===== src/rtl/pc_seq_pkg.sv =====
// Shared types and constants for the program-counter fetch sequencer.
package pc_seq_pkg;

    typedef enum logic [1:0] {
        IDLE,
        REQ,
        VALID,
        HALTED
    } state_e;

    localparam int unsigned INSTR_BYTES = 4;
    localparam logic [1:0]  ALIGN_MASK  = 2'b11;

endpackage


===== src/rtl/pc_next_sel.sv =====
// Next-PC selection: sequential, redirect target, or trap vector on a misaligned redirect.
module pc_next_sel
    import pc_seq_pkg::*;
#(
    parameter int unsigned XLEN = 32
) (
    input  logic [XLEN-1:0] i_pc,
    input  logic            i_redirect_valid,
    input  logic [XLEN-1:0] i_redirect_target,
    input  logic [XLEN-1:0] i_trap_vector,
    output logic [XLEN-1:0] o_next_pc,
    output logic            o_misaligned
);

    always_comb begin
        o_misaligned = i_redirect_valid && ((i_redirect_target[1:0] & ALIGN_MASK) != 2'b00);
        if (o_misaligned) begin
            o_next_pc = i_trap_vector;
        end else if (i_redirect_valid) begin
            o_next_pc = i_redirect_target;
        end else begin
            o_next_pc = i_pc + XLEN'(INSTR_BYTES);
        end
    end

endmodule


===== src/rtl/pc_fetch_sequencer.sv =====
// Owns the PC, issues single-outstanding fetches and hands instructions to decode
// with valid/stall flow control.
module pc_fetch_sequencer
    import pc_seq_pkg::*;
#(
    parameter int unsigned     XLEN         = 32,
    parameter logic [XLEN-1:0] RESET_VECTOR = 32'h0000_0000,
    parameter logic [XLEN-1:0] TRAP_VECTOR  = 32'h0000_0100
) (
    input  logic            clk,
    input  logic            rst,
    output logic            o_imem_req,
    output logic [XLEN-1:0] o_imem_addr,
    input  logic            i_imem_ready,
    input  logic [XLEN-1:0] i_imem_rdata,
    output logic [XLEN-1:0] o_instr,
    output logic [XLEN-1:0] o_instr_pc,
    output logic            o_instr_valid,
    input  logic            i_stall,
    input  logic            i_redirect_valid,
    input  logic [XLEN-1:0] i_redirect_target,
    input  logic            i_halt_req,
    output logic            o_halted,
    output logic            o_trap_pulse,
    output logic [XLEN-1:0] o_trap_epc,
    output logic [XLEN-1:0] o_instret
);

    state_e          r_state;
    state_e          w_state_next;
    logic [XLEN-1:0] r_pc;
    logic [XLEN-1:0] r_instr;
    logic [XLEN-1:0] r_instr_pc;
    logic            r_instr_valid;
    logic            r_trap_pulse;
    logic [XLEN-1:0] r_trap_epc;
    logic [XLEN-1:0] r_instret;

    logic            w_fetch_done;
    logic            w_consume;
    logic [XLEN-1:0] w_next_pc;
    logic            w_misaligned;

    assign w_fetch_done = (r_state == REQ) && i_imem_ready;
    assign w_consume    = (r_state == VALID) && !i_stall;

    pc_next_sel #(
        .XLEN(XLEN)
    ) u_next_sel (
        .i_pc              (r_pc),
        .i_redirect_valid  (i_redirect_valid),
        .i_redirect_target (i_redirect_target),
        .i_trap_vector     (TRAP_VECTOR),
        .o_next_pc         (w_next_pc),
        .o_misaligned      (w_misaligned)
    );

    always_ff @(posedge clk or posedge rst) begin
        if (rst) begin
            r_state <= IDLE;
        end else begin
            r_state <= w_state_next;
        end
    end

    always_comb begin
        w_state_next = r_state;
        unique case (r_state)
            IDLE:    w_state_next = REQ;
            REQ:     if (i_imem_ready) w_state_next = VALID;
            VALID:   if (!i_stall) w_state_next = i_halt_req ? HALTED : REQ;
            HALTED:  w_state_next = HALTED;
            default: w_state_next = IDLE;
        endcase
    end

    // Decoded from state so a reset drops the request without waiting for a clock edge.
    always_comb begin
        o_imem_req = (r_state == REQ);
        o_halted   = (r_state == HALTED);
    end

    always_ff @(posedge clk or posedge rst) begin
        if (rst) begin
            r_pc          <= RESET_VECTOR;
            r_instr       <= '0;
            r_instr_pc    <= '0;
            r_instr_valid <= 1'b0;
            r_trap_pulse  <= 1'b0;
            r_trap_epc    <= '0;
            r_instret     <= '0;
        end else begin
            r_trap_pulse <= 1'b0;
            if (w_fetch_done) begin
                r_instr       <= i_imem_rdata;
                r_instr_pc    <= r_pc;
                r_instr_valid <= 1'b1;
            end
            if (w_consume) begin
                r_instret     <= r_instret + XLEN'(1);
                r_instr_valid <= 1'b0;
                // Halt wins over any redirect and freezes the PC.
                if (!i_halt_req) begin
                    r_pc <= w_next_pc;
                    if (w_misaligned) begin
                        r_trap_epc   <= i_redirect_target;
                        r_trap_pulse <= 1'b1;
                    end
                end
            end
        end
    end

    assign o_imem_addr   = r_pc;
    assign o_instr       = r_instr;
    assign o_instr_pc    = r_instr_pc;
    assign o_instr_valid = r_instr_valid;
    assign o_trap_pulse  = r_trap_pulse;
    assign o_trap_epc    = r_trap_epc;
    assign o_instret     = r_instret;

endmodule


===== config.mk =====
export PLATFORM = sky130hd
export DESIGN_NAME = pc_fetch_sequencer
export DESIGN_NICKNAME = d
export VERILOG_FILES = /design/src/rtl/pc_seq_pkg.sv /design/src/rtl/pc_next_sel.sv /design/src/rtl/pc_fetch_sequencer.sv
export SDC_FILE = /design/constraint.sdc
export NUM_CORES = 1
export LEC_CHECK = 0
export CAP_MARGIN = 20
export CELL_PAD_IN_SITES_DETAIL_PLACEMENT = 1
export CELL_PAD_IN_SITES_GLOBAL_PLACEMENT = 2
export CORE_MARGIN = 3
export CORE_UTILIZATION = 32
export DETAILED_ROUTE_END_ITERATION = 16
export MAX_ROUTING_LAYER = met4
export PLACE_DENSITY_LB_ADDON = 0.1
export SYNTH_ARGS = -nofsm -noshare
export SYNTH_HDL_FRONTEND = slang
export SYNTH_SLANG_ARGS = --single-unit

===== constraint.sdc =====
create_clock -name clk -period 10.7 [get_ports clk]
set_input_delay 1.07 -clock clk [delete_from_list [all_inputs] [get_ports clk]]
set_output_delay 1.07 -clock clk [all_outputs]
set_load 0.03 [all_outputs]

==> metrics.md <==
| Metric | Value |
|---|---|
| Largest net degree at the start of global routing | `97` |
| Startpoint Class | `primary input` |
| Buf/Inv on CP | `4` |
| Unrepaired setup endpoints after global routing | `no` |
| Net Count, Synth | `669` |
| Antenna-violating nets left | `0` |
| Async SR Flop Fraction | `100%` |
| H-tree depth | `4` |
| Fin. Hold Viols | `0` |
| Least-Margin Pin Slew | `951 ps` |
| CTS tree | `done` |
| Sequential group share of total power | `41.9%` |
| Area grow syn2layout | `43.6%` |
| Top cells by area, synth | `dfrtp_1 (56%), mux2_2 (9.4%), mux2_4 (6.0%), xnor2_1 (2.5%), nand2_1 (2.2%)` |
| Area of the multi-input gates | `3050 um^2` |
| Final RePlAce weighted congestion | `0.789` |
| Critical path, cell by cell | `clkdlybuf4s50_1 -> buf_4 -> clkinv_1 -> nor2_4 -> o21ai_4 -> buf_4 -> mux2_4` |
| DR iter-0 viols | `225` |
| Seq cells post-synth | `164` |
| I/O Buffers | `233` |
| I/O pin count | `234` |
| DP HPWL | `16300 um` |
| Core Region | `22200 um^2` |
| Max-cap viol count | `0` |
| Area leader, netlist | `dfrtp_1` |
| # setup viols final | `0` |
| Synth top area share | `56.1%` |
| Mapped Cells | `597` |
| Nets | `897` |
| Final max-slew violation count | `0` |
| Total CTS buffers | `17` |
| Tot GR Track Use | `18.9%` |
| Post-synth EDFFs | `0` |
| Int Pwr | `0.00124 W` |
| Register area share after synthesis | `56.1%` |
| Placed cell area | `9920 um^2` |
| Initial Util | `33.0%` |
| Most frequent cells in the layout | `clkdlybuf4s50_1 (233), dfrtp_1 (164), mux2_2 (61)` |
| Sw frac | `30.8%` |
| Via count | `5723` |
| Most common cell on crit path | `buf_4` |
| Die Width | `157 um` |
| Reg clk slew, reported paths | `70 ps` |
| CP Class | `primary input to flip-flop` |
| Final instance area | `10500 um^2` |
| WL final | `22800 um` |
| Syn avg cell area | `12.3 um^2` |
| Most common cell after layout, fill and taps aside | `clkdlybuf4s50_1` |
| Gr ovfl total | `0` |
| Total power | `0.00179 W` |
| Resize count post-CTS | `0` |
| Netlist area before placement | `7310 um^2` |
| Fin Setup TNS | `0 ps` |
| Crit-path slowest cell | `clkinv_1` |
| Layout fillers | `2306` |
| Vias in the first global route | `6146` |
| Clock network power share | `34.4%` |
| Pwr dens | `170 nW/um^2` |
| Clock root buffer | `clkbuf_16` |
| Clock Latency Late Sink | `420 ps` |
| Largest stage delay on the critical path | `750 ps` |
| Pre-Repair DR Iteration Count | `5` |
| WL/cell | `20.4 um` |
| Arr. time, crit path | `4190 ps` |
| Worst EP required | `11000 ps` |
| Hold Path Class | `flip-flop to flip-flop` |
| Crit share post-route | `36.3%` |
| Die Ht | `157 um` |
| Fmax | `257 MHz` |
| Full die area | `24700 um^2` |
| Net Switching | `0.000551 W` |
| Longest Clk Path Bufs | `2` |
| Synth warn | `0` |
| Static Leak | `4.60 nW` |
| Top FF cell, synth | `dfrtp_1` |
| Crit path time final | `3880 ps` |
| Post-CTS setup buffers | `0` |
| Crit-path max FO | `40` |
| Drt via density | `5.12` |
| CTS sink cnt | `164` |
| Status | `finished, final reports clean` |
| Drc violations | `0` |
| Share of post-route cells with drive strength above 1 | `17.2%` |
| Register Area | `4100 um^2` |
| # hold bufs at CTS | `0` |
| Final core utilization | `47.4%` |
| Std cell rows | `54` |
| Clock Skews | `12.5 ps` |
| Initial antenna violation count | `1` |
| Distinct cells, synth | `63` |
| Slew margin rel. | `36.6%` |
| Comb power frac | `23.7%` |
| Critical Path End Type | `flip-flop` |
| Max IR drop VDD | `106 uV` |
| First-pass GRT wire length | `35300 um` |
| Family with the most delay on the worst path | `buffers and inverters` |
[synth_stat cells, types with 5 or more instances]
| library cell | instances |
|---|---|
| dfrtp_1 | 164 |
| mux2_2 | 61 |
| nand2_1 | 42 |
| nor2_1 | 31 |
| mux2_4 | 29 |
| a21oi_1 | 28 |
| nand3_1 | 28 |
| o21ai_0 | 28 |
| xnor2_1 | 21 |
| clkbuf_1 | 16 |
| nand4_1 | 15 |
| xor2_1 | 10 |
| buf_2 | 9 |
| inv_1 | 9 |
| and2_1 | 6 |
| and4_1 | 6 |
| nor3_1 | 6 |
| a22oi_1 | 5 |
[cell families (layout without fill, tap and decap cells)]
| logic type | after synthesis | after routing | share of synthesized area (%) |
|---|---|---|---|
| xor gates and xnor gates | 31 | 31 | 3.71 |
| other | 0 | 1 | 0 |
| DFF | 164 | 164 | 56.1 |
| AOI/OAI and AO/OA | 106 | 106 | 9.50 |
| buffers and inverters | 40 | 280 | 2.51 |
| and+or+nand+nor | 163 | 163 | 12.3 |
| muxes | 91 | 91 | 15.5 |
| adders and majority gates | 2 | 2 | 0.342 |
[sequential cells by signal, indices dropped and copies added (netlist names)]
name           flops
o_trap_pulse       1
o_imem_addr       32
r_state            2
o_trap_epc        32
o_instr           32
o_instret         32
o_instr_valid      1
o_instr_pc        32
[stage by stage]
stage               hold slack, ps  setup WS (ps)  cells
floorplan                      504           5200    597
detailed placement             479           6380   1086
global route                   514           6630   1118
finish                         484           6820   1118
CTS                            494           6830   1117
global placement               457           6510   1086
[layer usage]
layer | GRT usage (%) | wire [um] | part of all wire [%] | vias to the layer above
li1 | - | - | - | 2611
met1 | 23.6 | 9710 | 43 | 2939
met2 | 32.0 | 11900 | 52 | 159
met3 | 3.35 | 935 | 4.1 | 14
met4 | 5.00 | 261 | 1.1 | 0
met5 | - | 0 | 0 | -
[power groups by stage]
stage	Combinational, W	Clock, W	Sequential (W)
2_1_floorplan	0.0000894	0	0.000882
3_3_place_gp	0.000424	0	0.000756
3_5_place_dp	0.000428	0	0.000761
4_1_cts	0.000430	0.000633	0.000750
5_1_grt	0.000445	0.000659	0.000760
6_report	0.000423	0.000615	0.000749
[worst reg2reg max path, cell delays in order (launching register included)]
cell and delay (ps):
dfrtp_1 410, nand2b_1 230, or3_1 340, buf_4 280
nor2_4 330, o21ai_4 260, buf_4 330, mux2_4 360
[cell type report]
| type | count | share of cell area, % |
|---|---|---|
| tap | 280 | 3.34 |
| clock inverter | 11 | 1.19 |
| timing repair buffer | 239 | 22.6 |
| inverter | 10 | 0.405 |
| antenna | 1 | 0.0238 |
| multi-input combinational | 393 | 29.0 |
| clock buffer | 20 | 4.35 |
| sequential | 164 | 39.1 |
[worst paths after layout]
path | from | endpoint | slack, ps | depth (start not counted)
worst max-delay path | i_redirect_valid | o_trap_epc[2]$_DFFE_PP0P_ | 6820 | 7
min in group asynchronous | rst | o_instret[9]$_DFFE_PP0N_ | 1200 | 2
worst min-delay path | o_instret[31]$_DFFE_PP0N_ | o_instret[31]$_DFFE_PP0N_ | 480 | 1
max in group asynchronous | rst | o_instr_pc[4]$_DFFE_PP0P_ | 8070 | 3
worst min register to register | o_instret[31]$_DFFE_PP0N_ | o_instret[31]$_DFFE_PP0N_ | 480 | 1
worst max register to register | r_state[0]$_DFFE_PP0P_ | o_trap_epc[2]$_DFFE_PP0P_ | 8050 | 7
(Power assumes the default switching activity.)
